===== src/rtl/nios_led_nios2_qsys_0_oci_dct_packer_pkg.sv =====
// Shared widths, state encoding and symbol placement helper for the DCT packer.
package nios_led_nios2_qsys_0_oci_dct_pkg;

    localparam int SYM_W = 3;
    localparam int SYMS  = 10;
    localparam int BUF_W = SYM_W * SYMS;
    localparam int CNT_W = 4;

    localparam logic [CNT_W-1:0] SYMS_CNT = CNT_W'(SYMS);

    typedef enum logic [1:0] {
        RUN   = 2'd0,
        FLUSH = 2'd1,
        DONE  = 2'd2
    } dct_state_e;

    // Position a symbol at slot 'slot' of an otherwise zero word.
    function automatic logic [BUF_W-1:0] place_sym(input logic [SYM_W-1:0] sym,
                                                   input logic [CNT_W-1:0] slot);
        place_sym = BUF_W'(sym) << (SYM_W * int'(slot));
    endfunction

endpackage


===== src/rtl/nios_led_nios2_qsys_0_oci_dct_packer_if.sv =====
// Trace-symbol input, DCT word output and end-of-test handshake bundle.
interface nios_led_nios2_qsys_0_oci_dct_packer_if;
    import nios_led_nios2_qsys_0_oci_dct_pkg::*;

    logic             sym_valid;
    logic [SYM_W-1:0] sym_data;
    logic             sym_ready;
    logic             test_ending;
    logic             dct_valid;
    logic             dct_ready;
    logic [BUF_W-1:0] dct_buffer;
    logic [CNT_W-1:0] dct_count;
    logic             test_has_ended;

    // Packer side.
    modport master (
        input  sym_valid, sym_data, test_ending, dct_ready,
        output sym_ready, dct_valid, dct_buffer, dct_count, test_has_ended
    );

    // Trace source / capture consumer side.
    modport slave (
        output sym_valid, sym_data, test_ending, dct_ready,
        input  sym_ready, dct_valid, dct_buffer, dct_count, test_has_ended
    );

endinterface


===== src/rtl/nios_led_nios2_qsys_0_oci_dct_packer_slot.sv =====
// Output holding register: keeps a packed word stable until the consumer takes it.
module nios_led_nios2_qsys_0_oci_dct_slot
    import nios_led_nios2_qsys_0_oci_dct_pkg::*;
(
    input  logic             clk,
    input  logic             rst,
    input  logic             i_load,
    input  logic [BUF_W-1:0] i_buf,
    input  logic [CNT_W-1:0] i_cnt,
    input  logic             i_ready,
    output logic             o_valid,
    output logic [BUF_W-1:0] o_buf,
    output logic [CNT_W-1:0] o_cnt
);

    logic             r_valid;
    logic [BUF_W-1:0] r_buf;
    logic [CNT_W-1:0] r_cnt;

    // Load a new word when the accumulator hands one over; drop valid once taken.
    always_ff @(posedge clk or posedge rst) begin
        if (rst) begin
            r_valid <= 1'b0;
            r_buf   <= '0;
            r_cnt   <= '0;
        end else if (i_load) begin
            r_valid <= 1'b1;
            r_buf   <= i_buf;
            r_cnt   <= i_cnt;
        end else if (i_ready) begin
            r_valid <= 1'b0;
        end
    end

    assign o_valid = r_valid;
    assign o_buf   = r_buf;
    assign o_cnt   = r_cnt;

endmodule


===== src/rtl/nios_led_nios2_qsys_0_oci_dct_packer.sv =====
// DCT packer: accumulates 3-bit trace symbols into 30-bit words and flushes on test end.
module nios_led_nios2_qsys_0_oci_dct_packer
    import nios_led_nios2_qsys_0_oci_dct_pkg::*;
(
    input  logic clk,
    input  logic reset,
    nios_led_nios2_qsys_0_oci_dct_packer_if.master bus
);

    dct_state_e       r_state;
    dct_state_e       w_state_nxt;
    logic [BUF_W-1:0] r_acc_buf;
    logic [BUF_W-1:0] w_acc_buf_nxt;
    logic [CNT_W-1:0] r_acc_cnt;
    logic [CNT_W-1:0] w_acc_cnt_nxt;

    logic             w_slot_valid;
    logic [BUF_W-1:0] w_slot_buf;
    logic [CNT_W-1:0] w_slot_cnt;
    logic             w_slot_free;
    logic             w_acc_full;
    logic             w_acc_empty;
    logic             w_sym_ready;
    logic             w_accept;
    logic             w_xfer;

    assign w_acc_full  = (r_acc_cnt == SYMS_CNT);
    assign w_acc_empty = (r_acc_cnt == '0);
    assign w_slot_free = !w_slot_valid || bus.dct_ready;

    // A full accumulator can still accept because it empties into the slot this same cycle.
    assign w_sym_ready = (r_state == RUN) && (!w_acc_full || w_slot_free);
    assign w_accept    = bus.sym_valid && w_sym_ready;
    assign w_xfer      = w_slot_free && (r_state != DONE) &&
                         (w_acc_full || ((r_state == FLUSH) && !w_acc_empty));

    // Next-state: flush request, then wait for accumulator and slot to drain.
    always_comb begin
        w_state_nxt = r_state;
        case (r_state)
            RUN:     if (bus.test_ending) w_state_nxt = FLUSH;
            FLUSH:   if (w_acc_empty && !w_slot_valid) w_state_nxt = DONE;
            DONE:    w_state_nxt = DONE;
            default: w_state_nxt = RUN;
        endcase
    end

    // State register.
    always_ff @(posedge clk or posedge reset) begin
        if (reset) r_state <= RUN;
        else       r_state <= w_state_nxt;
    end

    // Accumulator next value: clear on handover, then place any accepted symbol.
    always_comb begin
        w_acc_buf_nxt = r_acc_buf;
        w_acc_cnt_nxt = r_acc_cnt;
        if (w_xfer) begin
            w_acc_buf_nxt = '0;
            w_acc_cnt_nxt = '0;
        end
        if (w_accept) begin
            w_acc_buf_nxt = w_acc_buf_nxt | place_sym(bus.sym_data, w_acc_cnt_nxt);
            w_acc_cnt_nxt = w_acc_cnt_nxt + CNT_W'(1);
        end
    end

    // Accumulator registers.
    always_ff @(posedge clk or posedge reset) begin
        if (reset) begin
            r_acc_buf <= '0;
            r_acc_cnt <= '0;
        end else begin
            r_acc_buf <= w_acc_buf_nxt;
            r_acc_cnt <= w_acc_cnt_nxt;
        end
    end

    nios_led_nios2_qsys_0_oci_dct_slot u_slot (
        .clk     (clk),
        .rst     (reset),
        .i_load  (w_xfer),
        .i_buf   (r_acc_buf),
        .i_cnt   (r_acc_cnt),
        .i_ready (bus.dct_ready),
        .o_valid (w_slot_valid),
        .o_buf   (w_slot_buf),
        .o_cnt   (w_slot_cnt)
    );

    assign bus.sym_ready      = w_sym_ready;
    assign bus.dct_valid      = w_slot_valid;
    assign bus.dct_buffer     = w_slot_buf;
    assign bus.dct_count      = w_slot_cnt;
    assign bus.test_has_ended = (r_state == DONE);

endmodule


===== src/flat_wrapper.sv =====
// flat-port wrapper written by rule: the top's interface ports become plain ports
module nios_led_nios2_qsys_0_oci_dct_packer_flat import nios_led_nios2_qsys_0_oci_dct_pkg::*;
  (clk, reset, bus_sym_valid, bus_sym_data, bus_test_ending, bus_dct_ready, bus_sym_ready, bus_dct_valid, bus_dct_buffer, bus_dct_count, bus_test_has_ended);
  nios_led_nios2_qsys_0_oci_dct_packer_if bus_i ();
  input  logic clk;
  input  logic reset;
  input wire logic [$bits(bus_i.sym_valid)-1:0] bus_sym_valid;
  input wire logic [$bits(bus_i.sym_data)-1:0] bus_sym_data;
  input wire logic [$bits(bus_i.test_ending)-1:0] bus_test_ending;
  input wire logic [$bits(bus_i.dct_ready)-1:0] bus_dct_ready;
  output wire logic [$bits(bus_i.sym_ready)-1:0] bus_sym_ready;
  output wire logic [$bits(bus_i.dct_valid)-1:0] bus_dct_valid;
  output wire logic [$bits(bus_i.dct_buffer)-1:0] bus_dct_buffer;
  output wire logic [$bits(bus_i.dct_count)-1:0] bus_dct_count;
  output wire logic [$bits(bus_i.test_has_ended)-1:0] bus_test_has_ended;
  assign bus_i.sym_valid = bus_sym_valid;
  assign bus_i.sym_data = bus_sym_data;
  assign bus_i.test_ending = bus_test_ending;
  assign bus_i.dct_ready = bus_dct_ready;
  assign bus_sym_ready = bus_i.sym_ready;
  assign bus_dct_valid = bus_i.dct_valid;
  assign bus_dct_buffer = bus_i.dct_buffer;
  assign bus_dct_count = bus_i.dct_count;
  assign bus_test_has_ended = bus_i.test_has_ended;
  nios_led_nios2_qsys_0_oci_dct_packer u_core (.clk(clk), .reset(reset), .bus(bus_i));
endmodule

===== config.mk =====
export PLATFORM = sky130hd
export DESIGN_NAME = nios_led_nios2_qsys_0_oci_dct_packer_flat
export DESIGN_NICKNAME = d
export VERILOG_FILES = /design/src/rtl/nios_led_nios2_qsys_0_oci_dct_packer_pkg.sv /design/src/rtl/nios_led_nios2_qsys_0_oci_dct_packer_if.sv /design/src/rtl/nios_led_nios2_qsys_0_oci_dct_packer_slot.sv /design/src/rtl/nios_led_nios2_qsys_0_oci_dct_packer.sv /design/src/flat_wrapper.sv
export SDC_FILE = /design/constraint.sdc
export NUM_CORES = 1
export LEC_CHECK = 0
export ABC_AREA = 0
export CORE_MARGIN = 5
export CORE_UTILIZATION = 30
export CTS_CLUSTER_SIZE = 30
export DETAILED_ROUTE_END_ITERATION = 6
export DONT_BUFFER_PORTS = 1
export GPL_ROUTABILITY_DRIVEN = 0
export PLACE_DENSITY_LB_ADDON = 0.3
export REMOVE_ABC_BUFFERS = 1
export SETUP_SLACK_MARGIN = 0.5
export SLEW_MARGIN = 20
export SYNTH_ARGS = -nofsm -noshare
export SYNTH_HDL_FRONTEND = slang
export SYNTH_SLANG_ARGS = --single-unit
export TNS_END_PERCENT = 5

===== constraint.sdc =====
create_clock -name clk -period 2.4 [get_ports clk]
set_input_delay 0.48 -clock clk [delete_from_list [all_inputs] [get_ports clk]]
set_output_delay 0.48 -clock clk [all_outputs]
set_load 0.02 [all_outputs]

==> run_summary.xml <==
<?xml version="1.0" encoding="UTF-8"?>
<metrics>
  <group name="worst_setup_path">
    <metric name="regToRegStartpoint" unit="">u_core.r_state[0]</metric>
    <metric name="r2r_cells" unit="">7</metric>
    <metric name="cp_data_arrival_time" unit="ps">2070</metric>
    <metric name="setup.worst_path.end_class" unit="">flop</metric>
    <metric name="cp_cell_sequence" unit="">inv_2, ha_1, or2_4, a21oi_4, buf_12, buf_16, mux2_4</metric>
    <metric name="criticalPathCategory" unit="">reg2reg</metric>
    <metric name="cp_num_cells" unit="">7</metric>
    <metric name="timing.critical_path.fanout_max" unit="">12</metric>
    <metric name="r2r_end" unit="">u_core.u_slot.o_buf[8]</metric>
    <metric name="path_delay_family" unit="">flip-flops</metric>
    <metric name="critical_path_buf_inv_count" unit="">3</metric>
    <metric name="setup.worst_path.end" unit="">u_core.u_slot.o_buf[8]</metric>
    <metric name="critical-path-slowest-cell" unit="">dfrtp_1</metric>
    <metric name="cp.required" unit="ps">2620</metric>
    <metric name="delay_of_the_slowest_critical_path_stage" unit="ps">380</metric>
    <metric name="crit_path_start_kind" unit="">flop</metric>
    <metric name="reg2reg_slack" unit="ps">550</metric>
    <metric name="startpoint" unit="">u_core.r_state[0]</metric>
  </group>
  <group name="cts">
    <metric name="clk_pin_slew" unit="ps">80</metric>
    <metric name="cts_htree_levels" unit="">3</metric>
    <metric name="cts_tree" unit="">yes</metric>
    <metric name="cts_root_buffer_type" unit="">clkbuf_8</metric>
    <metric name="clk-insertion-delay-late" unit="ps">340</metric>
    <metric name="numClockSinks" unit="">71</metric>
    <metric name="cts_max_path_buffers" unit="">2</metric>
    <metric name="cts_buffers" unit="">9</metric>
    <metric name="cts.hold.buffers_added" unit="">0</metric>
  </group>
  <group name="floorplan">
    <metric name="die_x" unit="µm">111</metric>
    <metric name="initial_standard_cell_utilization_of_the_core" unit="%">30.3</metric>
    <metric name="die_span_in_y" unit="µm">111</metric>
    <metric name="rows" unit="">37</metric>
    <metric name="num_io_pins" unit="">45</metric>
    <metric name="core" unit="µm²">10200</metric>
    <metric name="die_area" unit="µm²">12400</metric>
  </group>
  <group name="yosys">
    <metric name="synth_area_leaders" unit="">dfrtp_1 58%, mux2_4 12%, a31oi_1 4.5%</metric>
    <metric name="synthDistinctLibCells" unit="">35</metric>
    <metric name="yosysTopAreaCell" unit="">dfrtp_1</metric>
    <metric name="synth.top_cell.area_share" unit="%">57.6</metric>
    <metric name="synth_area_per_cell" unit="µm²">13.2</metric>
    <metric name="post_synth_instance_area" unit="µm²">3080</metric>
    <metric name="syn_inst" unit="">234</metric>
    <metric name="ys_seq_elements" unit="">71</metric>
    <metric name="ys_warn_count" unit="">0</metric>
    <metric name="synth-seq-area-share" unit="%">57.6</metric>
  </group>
  <group name="power">
    <metric name="cellPowerDensity" unit="nW/µm²">1350</metric>
    <metric name="power.clock.fraction" unit="%">21.4</metric>
    <metric name="fin_total_pwr" unit="µW">4790</metric>
    <metric name="p_comb_share" unit="%">34.4</metric>
    <metric name="vdd_ir_drop_max" unit="µV">352</metric>
    <metric name="seq_power_share" unit="%">44.1</metric>
    <metric name="net_switching_power" unit="µW">1740</metric>
    <metric name="internal_power" unit="µW">3050</metric>
    <metric name="power.leakage" unit="µW">0.00168</metric>
    <metric name="switching_share" unit="%">36.4</metric>
  </group>
  <group name="timing">
    <metric name="slew_violations" unit="">0</metric>
    <metric name="hold_viol" unit="">0</metric>
    <metric name="achievable-frequency" unit="MHz">540</metric>
    <metric name="worst_clock_skew" unit="ps">12.2</metric>
    <metric name="tightestPinTransition" unit="ps">776</metric>
    <metric name="fin_crit_sh" unit="%">77.1</metric>
    <metric name="timing.final.setup_violations" unit="">0</metric>
    <metric name="final.setup.tns" unit="ps">0</metric>
    <metric name="grt_setup_unrepaired" unit="">true</metric>
    <metric name="worst_slack" unit="ps">549</metric>
    <metric name="max_slew_margin" unit="%">48.2</metric>
    <metric name="period_needed" unit="ps">1850</metric>
  </group>
  <group name="routing">
    <metric name="drtIter0Drc" unit="">104</metric>
    <metric name="route.detailed.wl_per_inst" unit="µm">16.8</metric>
    <metric name="routed_wirelength" unit="mm">6.48</metric>
    <metric name="viasPerCell" unit="">4.65</metric>
    <metric name="ant_nets" unit="">0</metric>
    <metric name="drtPass1Iterations" unit="">4</metric>
    <metric name="drc_errors" unit="">0</metric>
    <metric name="num_vias" unit="">1792</metric>
  </group>
  <group name="flow_run">
    <metric name="cap_violations" unit="">0</metric>
  </group>
  <group name="global_route">
    <metric name="grt_start_max_net_pins" unit="">37</metric>
    <metric name="globalRouteTotalUtil" unit="%">10.9</metric>
    <metric name="grt_antenna_before_repair" unit="">0</metric>
    <metric name="overflow" unit="">0</metric>
    <metric name="grt_pass1_wl" unit="mm">10.4</metric>
    <metric name="first_global_vias" unit="">1827</metric>
  </group>
  <group name="finish">
    <metric name="finish.net_count" unit="">257</metric>
    <metric name="antenna_cells_inserted" unit="">0</metric>
    <metric name="drive_above_1_share" unit="%">33.3</metric>
    <metric name="syn2layout_area_growth" unit="%">15.3</metric>
  </group>
  <group name="outcome">
    <metric name="run_status" unit="">finished clean</metric>
  </group>
  <group name="placed_design">
    <metric name="post-dp-hpwl" unit="mm">4.32</metric>
    <metric name="dp_worst_setup_slack" unit="ps">439</metric>
    <metric name="port_buffers" unit="">0</metric>
  </group>
  <group name="hold_path">
    <metric name="worst_hold_path_type" unit="">in2async</metric>
  </group>
</metrics>
repair_timing:
action | CTS | global route
resized for setup | 9 | 5
setup buffers | 4 | 1
setup endpoints to repair | 21 | 20
pin swaps | 1 | 1
cloned | 1 | 0
worst min-delay path by stage:
stage / from / to / slack [ps]
floorplan: u_core.r_acc_buf[0] / u_core.r_acc_buf[0] / 450
global placement: u_core.r_acc_buf[19] / u_core.r_acc_buf[19] / 470
detailed placement: u_core.r_acc_buf[5] / u_core.r_acc_buf[5] / 480
CTS: reset / u_core.u_slot.o_buf[17] / 170
global route: reset / u_core.r_acc_buf[17] / 210
finish: reset / u_core.u_slot.o_buf[0] / 160
metrics by stage:
step	hold WS (ps)	util [%]	std cells	instance area (µm²)
5_1_grt	213	34.9	385	3560
4_1_cts	173	34.7	384	3530
3_3_place_gp	475	31.8	364	3230
6_report	164	34.9	385	3560
2_1_floorplan	452	-	218	2960
3_5_place_dp	480	31.8	364	3230
cells in the final DEF (no fill, tap or decap), types with 2 or more instances in the layout:
cell type | netlist | final
nor3_1 | 5 | 5
clkbuf_8 | 0 | 10
a21oi_1 | 2 | 2
dfrtp_1 | 71 | 68
o2bb2ai_1 | 3 | 3
o21ai_0 | 3 | 3
nand2_1 | 7 | 7
xnor2_1 | 2 | 2
mux2_2 | 10 | 10
dfrtp_2 | 0 | 3
a31oi_1 | 22 | 22
clkinv_2 | 0 | 2
bufinv_16 | 0 | 2
inv_2 | 0 | 3
buf_12 | 1 | 3
a21oi_4 | 2 | 2
mux2_4 | 25 | 25
buf_4 | 0 | 11
ha_1 | 4 | 2
nor2_1 | 31 | 31
a22o_1 | 4 | 4
nand2b_1 | 7 | 7
synth_stat cells:
cell       instances
nand2b_1           7
buf_2              5
nor2_1            31
a22o_1             4
o21ai_0            3
buf_12             1
a21oi_2            1
mux2_2            10
nor3_1             5
xnor2_1            2
buf_6              5
a21oi_1            2
o21bai_1           1
nand3_1            1
ha_1               4
dfrtp_1           71
or2_2              2
nor4_1             1
o21a_1             1
nand2_1            7
xor2_1             1
o2bb2ai_1          3
a31oi_1           22
a21oi_4            2
nor2b_2            1
o31ai_4            1
inv_1              4
clkbuf_1           5
and3_1             1
a21o_4             1
a21boi_0           1
and4bb_4           1
mux2_4            25
o2111ai_1          1
a41oi_1            1
cell families after synthesis:
group | synth area share [%]
buffers and inverters | 4.38
and+or+nand+nor | 8.64
adders and majority gates | 1.62
xor gates and xnor gates | 0.852
AOI/OAI and AO/OA | 11.1
DFF | 57.6
muxes | 15.8
metal layers:
layer,share of wire (%),wire length (µm),track usage [%],vias to the layer above
li1,-,-,-,847
met1,45,2950,14.0,896
met2,46,2960,16.0,41
met3,7.5,485,4.67,8
met4,1.4,89,4.87,0
met5,0,0,0,-
power groups by stage:
stage / Sequential, µW / Clock (µW) / Combinational, µW
2_1_floorplan: 2090 / 0 / 1080
3_3_place_gp: 2180 / 0 / 1410
3_5_place_dp: 2190 / 0 / 1430
4_1_cts: 2130 / 1060 / 1630
5_1_grt: 2180 / 1110 / 1800
6_report: 2110 / 1030 / 1650
registers in the layout (all words and copies together), names as in the netlist:
signal / cells
u_core.r_state: 2
u_core.r_acc_buf: 30
u_core.u_slot.o_buf: 30
u_core.u_slot.o_valid: 1
u_core.u_slot.o_cnt: 4
u_core.r_acc_cnt: 4
area by class of cell:
class	count	area [µm²]
clock buffer	11	141
clock inverter	4	70.1
fill	1021	6630
inverter	4	15.0
multi-input combinational	143	1200
sequential	71	1780
tap	136	170
timing repair buffer	16	181
(Power assumes the default switching activity.)
==> edit 1, RTL diff (same flow settings) <==
The package constant `SYM_W` goes from 3 to 2.
--- a/src/rtl/nios_led_nios2_qsys_0_oci_dct_packer_pkg.sv
+++ b/src/rtl/nios_led_nios2_qsys_0_oci_dct_packer_pkg.sv
@@ -3,3 +3,3 @@
 
-    localparam int SYM_W = 3;
+    localparam int SYM_W = 2;
     localparam int SYMS  = 10;
Interface: changed (resized bus_dct_buffer and bus_sym_data); port bits go from 45 to 34. No check against the original RTL was run, so the function may have changed too.
==> edit 1 against the unedited design <==
  * Clock power fell by 53%
  * Final cell count fell by 30%
  * First-iteration DRC count shrank 18%
  * Cell area shrank 29%
  * Synthesized cell count down 29%
  * Routed wire length fell by 31%
  * Sequential cell count decreased by 20
  * Setup slack improved by 0.0031 ns
  * Worst hold slack worse by 0.097 ns
  * Total power fell by 32%
  * Combinational power down 29%
  * Area after synthesis is 27% lower
  * Global-route usage decreased by 0.46 points
  * Non-clock buffer count is 10 lower
  * Critical path type is now reg2out
==> edit 1: results (changes against the unedited design) <==
status -> finished, final reports clean
M2 GR Usage -> 14.4% (-1.6 points)
WP data arrival -> 1.37 ns (-0.70 ns)
H-tree depth -> 2 (-1)
met2 wire len -> 1.91 mm (-36%)
Total Wirelength -> 4.45 mm (-31%)
post-synthesis sequential area ratio -> 56.9% (-0.72 points)
placed cell area -> 2360 um2 (-27%)
CP Capture Point -> bus_sym_ready
layout cells sized above 1 -> 34.7% (+1.4 points)
WL/cell -> 16.6 um (-1.7%)
Syn Inst Count -> 166 (-29%)
Iteration-0 DRC Markers -> 85 (-18%)
final-layout fill cell count -> 712 (-30%)
met1 usage -> 14.3% (+0.37 points)
Tot GR Track Use -> 10.4% (-0.46 points)
list of most frequent post-synthesis cells -> 51 x dfrtp_1, 17 x mux2_2, 13 x nand2_1, 9 x mux2_4
vias -> 1307 (-27%)
final core occ -> 34.8% (-0.098 points)
R2R Setup Slk -> 0.61 ns (+0.06 ns)
r2r endpoint -> u_core.r_acc_buf[19]$_DFF_PP0_
met3 Use GR -> 5.11% (+0.44 points)
worst-path maximum fanout -> 4 (-8)
HPWL after DPL -> 3.19 mm (-26%)
pre-CTS WS -> 0.437 ns (-0.00226 ns)
Nets -> 180 (-30%)
-- edit 1: power by group --
part           leakage (nW)  total, mW  internal [mW]  switching (mW)
clock network        0.0412      0.482          0.204           0.278
logic                 0.436       1.17          0.600           0.573
registers             0.684       1.62           1.16           0.459
total                  1.16       3.27           1.96            1.31
-- edit 1: logic make-up (layout without fill, tap and decap cells) --
group	after synthesis	after routing	synth area share [%]
flops	51	51	56.9
compound gates	33	33	12.0
simple gates	33	33	8.98
mux	27	27	15.0
buf+inv	15	19	3.68
fa+ha+maj	4	4	2.23
xor+xnor	3	3	1.17
-- edit 1: final cells by class --
cell class                      count  share of cell area, %
Inverter                            5                  0.743
Clock inverter                      2                  0.495
Timing Repair Buffer                6                   2.58
Tap cell                           99                   4.90
Multi-Input combinational cell    100                   37.8
Clock buffer                        6                   2.87
Sequential cell                    51                   50.6
==> edit 2, RTL diff (same settings) <==
Made on the original files. Encoding of `dct_state_e`: now one-hot (3 bits for 3 states).
--- a/src/rtl/nios_led_nios2_qsys_0_oci_dct_packer_pkg.sv
+++ b/src/rtl/nios_led_nios2_qsys_0_oci_dct_packer_pkg.sv
@@ -10,6 +10,6 @@
 
-    typedef enum logic [1:0] {
-        RUN   = 2'd0,
-        FLUSH = 2'd1,
-        DONE  = 2'd2
+    typedef enum logic [2:0] {
+        RUN   = 3'b001,
+        FLUSH = 3'b010,
+        DONE  = 3'b100
     } dct_state_e;
Function: no difference found for any inputs over 10 cycles, from zero or initial values and one cycle with reset high; not proved beyond that.
==> edit 2 against the unedited design <==
  * Via count is 5.2% higher
  * Global-route usage is 0.50 points higher
  * Cell area is 2.0% lower
  * Area after synthesis is 1.7% lower
  * Routed wire length is 3.1% higher
  * Setup slack worse by 0.063 ns
  * Die area is 1.6% lower
  * Total power is 0.98% higher
  * Sequential cell count is 1 higher
  * Largest power group unchanged
  * Utilization is 0.57 points higher
  * Clock skew is 0.0057 ns lower
==> edit 2: results (changes against the unedited design) <==
port bufs -> 0 (unchanged)
pre-CTS WS -> 0.334 ns (-0.105 ns)
Synth Area in Compound Gates -> 11.4% (+0.32 points)
Synth area leaders -> dfrtp_1 59%, mux2_2 8.5%, mux2_4 5.5%
WP data arrival -> 2.13 ns (+0.06 ns)
Total Wirelength -> 6.69 mm (+3.1%)
Area Overhead vs Synth -> 15.0%
xor/xnor share of the synthesized area -> 1.16% (+0.30 points)
largest net degree at the start of global routing -> 43 (+16%)
Hold Path Class -> in2async
worst skew pair latency -> 0.33 ns
Placed Cells -> 360 (-1.1%)
wl on met1 -> 2.92 mm (-1.1%)
crit path from -> u_core.r_state[2]$_DFFE_PP0P_
Finished Layout Cells -> 386 (+0.26%)
post-synthesis mux area share -> 14.0% (-1.8 points)
HPWL after DPL -> 4.49 mm (+3.9%)
Max VDD drop -> 342 uV (-2.7%)
Root Buffer -> clkbuf_8
Setup Skew -> 0.00655 ns (-0.00566 ns)
Slew headroom -> 53.1% (+5.0 points)
Nets -> 258 (+0.39%)
Hold Slack -> 0.134 ns (-0.0293 ns)
r2r endpoint -> u_core.u_slot.o_buf[19]$_DFFE_PP0P_
met1 usage -> 14.4% (+0.47 points)
M2 GR Usage -> 17.4% (+1.4 points)
static leakage -> 1.62 nW (-3.8%)
CP max stage delay -> 0.49 ns (+0.11 ns)
final-layout fill cell count -> 979 (-4.1%)
Syn Inst Count -> 231 (-1.3%)
global-route wire length before repair -> 11.2 mm (+6.9%)
placed cell area -> 3180 um2 (-1.7%)
worst-path maximum fanout -> 25 (+13)
list of most frequent post-synthesis cells -> 71 x dfrtp_1, 23 x mux2_2, 19 x nor2_1, 16 x a21oi_1, 13 x nand2_1
R2R Setup Slk -> 0.49 ns (-0.06 ns)
vias in the first global route -> 1982 (+8.5%)
synthesized-area fraction occupied by adder cells -> 0% (-1.6 points)
met2 wire len -> 3.14 mm (+6.1%)
status -> finished, final reports clean
cts bufs inserted -> 9 (unchanged)
vias per cell -> 4.88 (+4.9%)
kind of cell adding the most delay to the critical path -> simple AND/OR/NAND/NOR gates
Fmax -> 523 MHz (-3.3%)
Iteration-0 DRC Markers -> 72 (-31%)
diode count -> 0 (unchanged)
DR WL met3 -> 519 um (+7.0%)
met3 Use GR -> 4.32% (-0.35 points)
post-synthesis sequential area ratio -> 59.5% (+1.9 points)
r2r worst-path depth -> 5 (-2)
Tot GR Track Use -> 11.4% (+0.50 points)
async set or reset register ratio after synthesis -> 100% (unchanged)
drt pass-1 iters -> 4 (unchanged)
Synth cell types -> 41 (+17%)
layout cells sized above 1 -> 32.4% (-0.92 points)
CP Capture Point -> u_core.u_slot.o_buf[19]$_DFFE_PP0P_
-- edit 2: report_power, final --
part / internal [mW] / switching, mW
registers: 1.72 / 0.650
clock network: 0.472 / 0.409
logic: 0.827 / 0.754
total: 3.02 / 1.81
-- edit 2: logic make-up (layout without fill, tap and decap cells) --
group / Yosys count / count (layout)
buffers and inverters: 15 / 36
multiplexers: 34 / 34
AO/OA/AOI/OAI: 47 / 48
AND/OR/NAND/NOR: 59 / 59
XOR/XNOR: 4 / 4
flip-flops: 72 / 72
-- edit 2: timing repair --
action	4_1_cts	5_1_grt
setup endpoints to repair	36	48
pin swaps	1	1
gates cloned	1	0
buffers inserted	11	0
gates resized for setup	12	1
-- edit 2: layout make-up --
type | count | area, um2 | share of cell area, %
clock buffers | 13 | 139 | 3.98
flip-flops and latches | 72 | 1810 | 51.9
repair buffers | 17 | 160 | 4.59
multi-input cells | 145 | 1160 | 33.3
inverters | 5 | 18.8 | 0.538
well taps | 133 | 166 | 4.77
clock inverters | 1 | 30.0 | 0.861
